==> src/rtl/seq_mul_unit.sv <==
// seq_mul_unit: iterative radix-2 shift-add 64x64 multiplier for MUL, UMULH and SMULH.
// Ports: Clk/Resetb/Flush, Start/Op/A/B/RdIn in; Busy/Done/Result/RdOut/RegWrOut out.
module seq_mul_unit #(
    parameter int WIDTH = 64,
    parameter int CNTW  = 6
) (
    input  logic             Clk,
    input  logic             Resetb,
    input  logic             Flush,
    input  logic             Start,
    input  logic [1:0]       Op,
    input  logic [WIDTH-1:0] A,
    input  logic [WIDTH-1:0] B,
    input  logic [4:0]       RdIn,
    output logic             Busy,
    output logic             Done,
    output logic [WIDTH-1:0] Result,
    output logic [4:0]       RdOut,
    output logic             RegWrOut
);

    typedef enum logic [1:0] {
        S_IDLE,
        S_MULT,
        S_SIGN,
        S_DONE
    } state_t;

    state_t state, state_nx;

    logic [1:0]         op_q;
    logic [4:0]         rd_q;
    logic [WIDTH-1:0]   mcand;
    logic [WIDTH-1:0]   mplier;
    logic [2*WIDTH-1:0] prod;
    logic [CNTW-1:0]    cnt;
    logic               neg;

    logic               accept;
    logic               last;
    logic               is_smulh;
    logic               hi_sel;
    logic [WIDTH-1:0]   a_mag;
    logic [WIDTH-1:0]   b_mag;
    logic [WIDTH:0]     sum;
    logic [2*WIDTH-1:0] prod_fin;

    assign accept   = (state == S_IDLE || state == S_DONE) && Start && !Flush;
    assign last     = (cnt == CNTW'(WIDTH - 1));
    assign is_smulh = (Op == 2'b10);
    assign hi_sel   = (op_q == 2'b01) || (op_q == 2'b10);

    // Magnitudes only for SMULH; -2^63 maps to 2^63, which fits unsigned.
    assign a_mag = (is_smulh && A[WIDTH-1]) ? -A : A;
    assign b_mag = (is_smulh && B[WIDTH-1]) ? -B : B;

    // Upper-half add keeps its carry, which becomes the top bit after the shift.
    assign sum = {1'b0, prod[2*WIDTH-1:WIDTH]}
               + {1'b0, (mplier[0] ? mcand : {WIDTH{1'b0}})};

    assign prod_fin = neg ? -prod : prod;

    always_ff @(posedge Clk or negedge Resetb) begin
        if (!Resetb) begin
            state <= S_IDLE;
        end else begin
            state <= state_nx;
        end
    end

    always_comb begin
        state_nx = state;
        if (Flush) begin
            state_nx = S_IDLE;
        end else begin
            unique case (state)
                S_IDLE:  if (Start) state_nx = S_MULT;
                S_MULT:  if (last) state_nx = S_SIGN;
                S_SIGN:  state_nx = S_DONE;
                S_DONE:  state_nx = Start ? S_MULT : S_IDLE;
                default: state_nx = S_IDLE;
            endcase
        end
    end

    always_ff @(posedge Clk or negedge Resetb) begin
        if (!Resetb) begin
            op_q   <= 2'b00;
            rd_q   <= 5'd0;
            mcand  <= '0;
            mplier <= '0;
            prod   <= '0;
            cnt    <= '0;
            neg    <= 1'b0;
            Result <= '0;
            RdOut  <= 5'd0;
        end else if (accept) begin
            op_q   <= Op;
            rd_q   <= RdIn;
            mcand  <= a_mag;
            mplier <= b_mag;
            prod   <= '0;
            cnt    <= '0;
            neg    <= is_smulh && (A[WIDTH-1] ^ B[WIDTH-1]);
        end else if (!Flush && state == S_MULT) begin
            prod   <= {sum, prod[WIDTH-1:1]};
            mplier <= mplier >> 1;
            cnt    <= cnt + 1'b1;
        end else if (!Flush && state == S_SIGN) begin
            prod   <= prod_fin;
            Result <= hi_sel ? prod_fin[2*WIDTH-1:WIDTH]
                             : prod_fin[WIDTH-1:0];
            RdOut  <= rd_q;
        end
    end

    assign Busy     = (state == S_MULT) || (state == S_SIGN);
    assign Done     = (state == S_DONE);
    assign RegWrOut = Done && (RdOut != 5'd31);

endmodule

==> config.mk <==
export PLATFORM = sky130hd
export DESIGN_NAME = seq_mul_unit
export DESIGN_NICKNAME = d
export VERILOG_FILES = /design/src/rtl/seq_mul_unit.sv
export SDC_FILE = /design/constraint.sdc
export NUM_CORES = 1
export LEC_CHECK = 0
export CORE_MARGIN = 5
export CORE_UTILIZATION = 54
export DETAILED_ROUTE_END_ITERATION = 7
export PLACE_DENSITY = 0.72
export RECOVER_POWER = 25
export SETUP_SLACK_MARGIN = 0.2
export SLEW_MARGIN = 15
export SYNTH_ARGS = -nofsm -noshare
export SYNTH_HDL_FRONTEND = slang
export SYNTH_SLANG_ARGS = --single-unit
==> constraint.sdc <==
create_clock -name Clk -period 4.7 [get_ports Clk]
set_input_delay 0.47 -clock Clk [delete_from_list [all_inputs] [get_ports Clk]]
set_output_delay 0.47 -clock Clk [all_outputs]
set_load 0.05 [all_outputs]
==> run_results.csv <==
group,metric,value,unit
floorplanning,core.rowCount,79,
clock_tree,cts_repair_resize_count,0,
critical_path,cp.arrival,4.57,ns
timing,finalWorstSetupSlack,0.557,ns
grt,maximum_number_of_pins_on_one_net_before_global_route_repair,247,
yosys,post_synth_inst_count,3262,
grt,first_global_vias,24064,
routing,dr_total_vias,25160,
floorplanning,floorplan.initialDensity,54.8,%
yosys,synth_nets,3475,
routing,route.antenna.remaining_nets,0,
timing,timing.slew.headroom,-57.2,%
routing,postRouteWirelength,89500,um
critical_path,r2r.worst_path.cells,14,
yosys,yosys_most_used_dff,"dfrtp_1",
critical_path,worstSetupPathType,"flop to flop",
routing,avgViaCountPerCell,6.34,
routing,routed_wire_length_per_instance,22.5,um
run,timing.max_cap.violations,1,
clock_tree,clk_pin_slew,0.06,ns
yosys,number_of_enable_type_register_cells_in_the_synthesized_netlist,0,
yosys,synth.avg_cell_area,7.85,sq um
critical_path,data_required_time_of_the_critical_path,5.12,ns
cells_and_area,syn_to_final_growth,15.0,%
placement,buffer_ports.inserted,210,
yosys,syn_area,25600,sq um
critical_path,worstPathMaxFanout,61,
critical_path,setup.worst_path.start_class,"flop",
power,power_leakage,12.0,nW
yosys,ys_ff_latch,341,
yosys,asyncSetResetFlopFracSynth,100,%
routing,met2WireLength,38300,um
cells_and_area,n_antenna_cell,0,
placement,dp_hpwl,67300,um
grt,grtUsageTotal,33.2,%
routing,detail_route.iter0.violations,2748,
timing,finClkSkew,0.0209,ns
clock_tree,post_cts.repair.setup_buffers,0,
floorplanning,design.portCount,211,
clock_tree,clock-sinks,341,
clock_tree,tritoncts,"built",
clock_tree,number_of_cts_inserted_buffers,40,
grt,grt_pass1_wl,140000,um
floorplanning,fp.coreArea,46800,sq um
power,vdd.ir_drop.worst,0.000350,V
placement,gp_routability_congestion,1.01,
floorplanning,die_area,51900,sq um
timing,final.min_clock_period,4.14,ns
timing,setup_violations,0,
routing,m1WireLength,38900,um
routing,drt_drc_violations_left,0,
clock_tree,clk-insertion-delay-late,0.58,ns
timing,rsz0062_at_grt,"no",
routing,top_signal_layer_used,"met4",
hold_path,min_delay_path_depth,3,
cells_and_area,final_cell_mix,"513 x nand2_1, 340 x dfrtp_1, 304 x o21ai_0",
run_status,status,"finished with violations",
floorplanning,die_y,228,um
clock_tree,clk_path_buf_depth,3,
placement,pre_cts_ws,0.688,ns
routing,met3_length,7830,um
timing,layout_worst_path_cycle_share,88.2,%
grt,antenna_violations_before_repair,0,
timing,finalHoldViolCount,0,
timing,tightestPinTransition,2.36,ns
power,power_density,657,nW/um^2
floorplanning,die-width,228,um
timing,final-max-slew-violation-count,89,
cells_and_area,final_layout_size_suffix_gt1_share,5.14,%
routing,firstDrtPassIters,6,
cells_and_area,layout.cells.most_common,"nand2_1",
yosys,ys_seq_area_share,33.3,%
critical_path,kind_of_end_point_of_the_critical_path,"flop",
timing,timing.fmax,241,MHz
clock_tree,post_cts_hold_buffers,1,
yosys,yosys.cell_types.count,86,
grt,global_route.overflow_total,0,
clock_tree,clock_tree.htree_level_count,2,
timing,setup_tns,0,ns
cells_and_area,nNetsFinal,3546,
cells_and_area,fillCellCount,4174,
run_status,failed_checks,"max-capacitance violations, max-slew violations",
clock_tree,clk_root_buffer_cell,"clkbuf_16",
yosys,ys.warnings.count,0,
hold_path,hold_path_class,"input port to flop",
final cells by class:
cell class / instances / area [sq um] / share of cell area, %
clock buffer: 57 / 1180 / 3.99
clock inverter: 15 / 216 / 0.734
inverter: 37 / 139 / 0.471
multi-input combinational: 2656 / 16100 / 54.7
sequential: 341 / 8540 / 29.0
tap: 607 / 759 / 2.58
timing repair buffer: 257 / 2520 / 8.56
stage by stage:
stage	area [sq um]	hold WS (ns)	utilization, %	cells	power (W)
2_1_floorplan	25600	0.174	-	3262	0.0121
5_1_grt	29500	0.433	63.0	3970	0.0204
3_3_place_gp	28100	0.442	60.1	3897	0.0156
4_1_cts	29500	0.420	63.1	3970	0.0192
3_5_place_dp	28100	0.453	60.1	3897	0.0158
6_report	29500	0.428	63.0	3970	0.0194
layer usage:
layer / up-vias / track usage, %
met4: 0 / 13.4
met2: 1268 / 49.6
li1: 11642 / -
met5: - / 0
met3: 222 / 6.83
met1: 12028 / 47.5
where the power goes:
part,total [W],switching [W],internal [W]
clock network,0.00333,0.00131,0.00202
logic,0.0103,0.00675,0.00357
registers,0.00572,0.00152,0.00420
total,0.0194,0.00957,0.00979
worst paths after layout:
check	startpoint	endpoint	slack, ns
worst min-delay path	RdIn[3]	rd_q[3]	0.43
max in group asynchronous	Resetb	prod[26]	1.72
worst max-delay path	mplier[0]	prod[124]	0.56
min in group asynchronous	Resetb	Result[30]	1.12
worst min register to register	rd_q[4]	RdOut[4]	0.47
worst max register to register	mplier[0]	prod[124]	0.56
state kept, by name (all words and copies together) (netlist names):
register  cells
neg           1
Result       64
mplier       64
op_q          2
state         2
rd_q          5
prod        128
RdOut         5
cnt           6
mcand        64
critical path, stage by stage, from the launching register on:
cell	delay [ns]
dfrtp_1	0.43
buf_12	0.19
and2_1	0.20
ha_1	0.40
a21oi_1	0.23
o21ai_0	0.18
a21oi_1	0.24
o221ai_1	0.28
or3_1	0.42
a221oi_1	0.34
buf_4	0.19
nor3_1	0.04
a2111oi_0	0.51
xor2_1	0.20
o22ai_1	0.10
cells in the mapped netlist, types with 8 or more instances:
library cell	n	area share, %
a211oi_1	61	1.8
a21o_1	30	0.88
a21oi_1	186	3.6
a22oi_1	17	0.50
a311oi_1	19	0.65
a31oi_1	78	1.9
and2_1	76	1.9
and3_1	27	0.66
buf_1	12	0.18
clkbuf_1	206	3.0
dfrtp_1	341	33
ha_1	73	3.6
inv_1	36	0.53
nand2_1	514	7.5
nand2b_1	30	0.73
nand3_1	33	0.64
nand3b_1	8	0.23
nand4_1	36	0.88
nor2_1	302	4.4
nor2b_1	9	0.22
nor3_1	64	1.3
nor4_1	50	1.2
o21ai_0	304	5.9
o21ai_1	8	0.16
o21bai_1	17	0.50
o22ai_1	32	0.78
o31ai_1	52	1.5
o41ai_1	17	0.58
or2_2	15	0.37
or3_1	66	1.6
or4_1	25	0.73
xnor2_1	205	7.0
xor2_1	202	6.9
cells by family (layout without fill, tap and decap cells):
logic type | Yosys count | count (layout) | synth area share, %
AOI/OAI and AO/OA | 869 | 869 | 20.7
xor gates and xnor gates | 407 | 407 | 13.9
adders and majority gates | 74 | 74 | 3.64
buffers and inverters | 265 | 366 | 4.03
DFF | 341 | 341 | 33.3
muxes | 3 | 3 | 0.117
and+or+nand+nor | 1303 | 1303 | 24.3
Power figures use the tool's default switching activity.
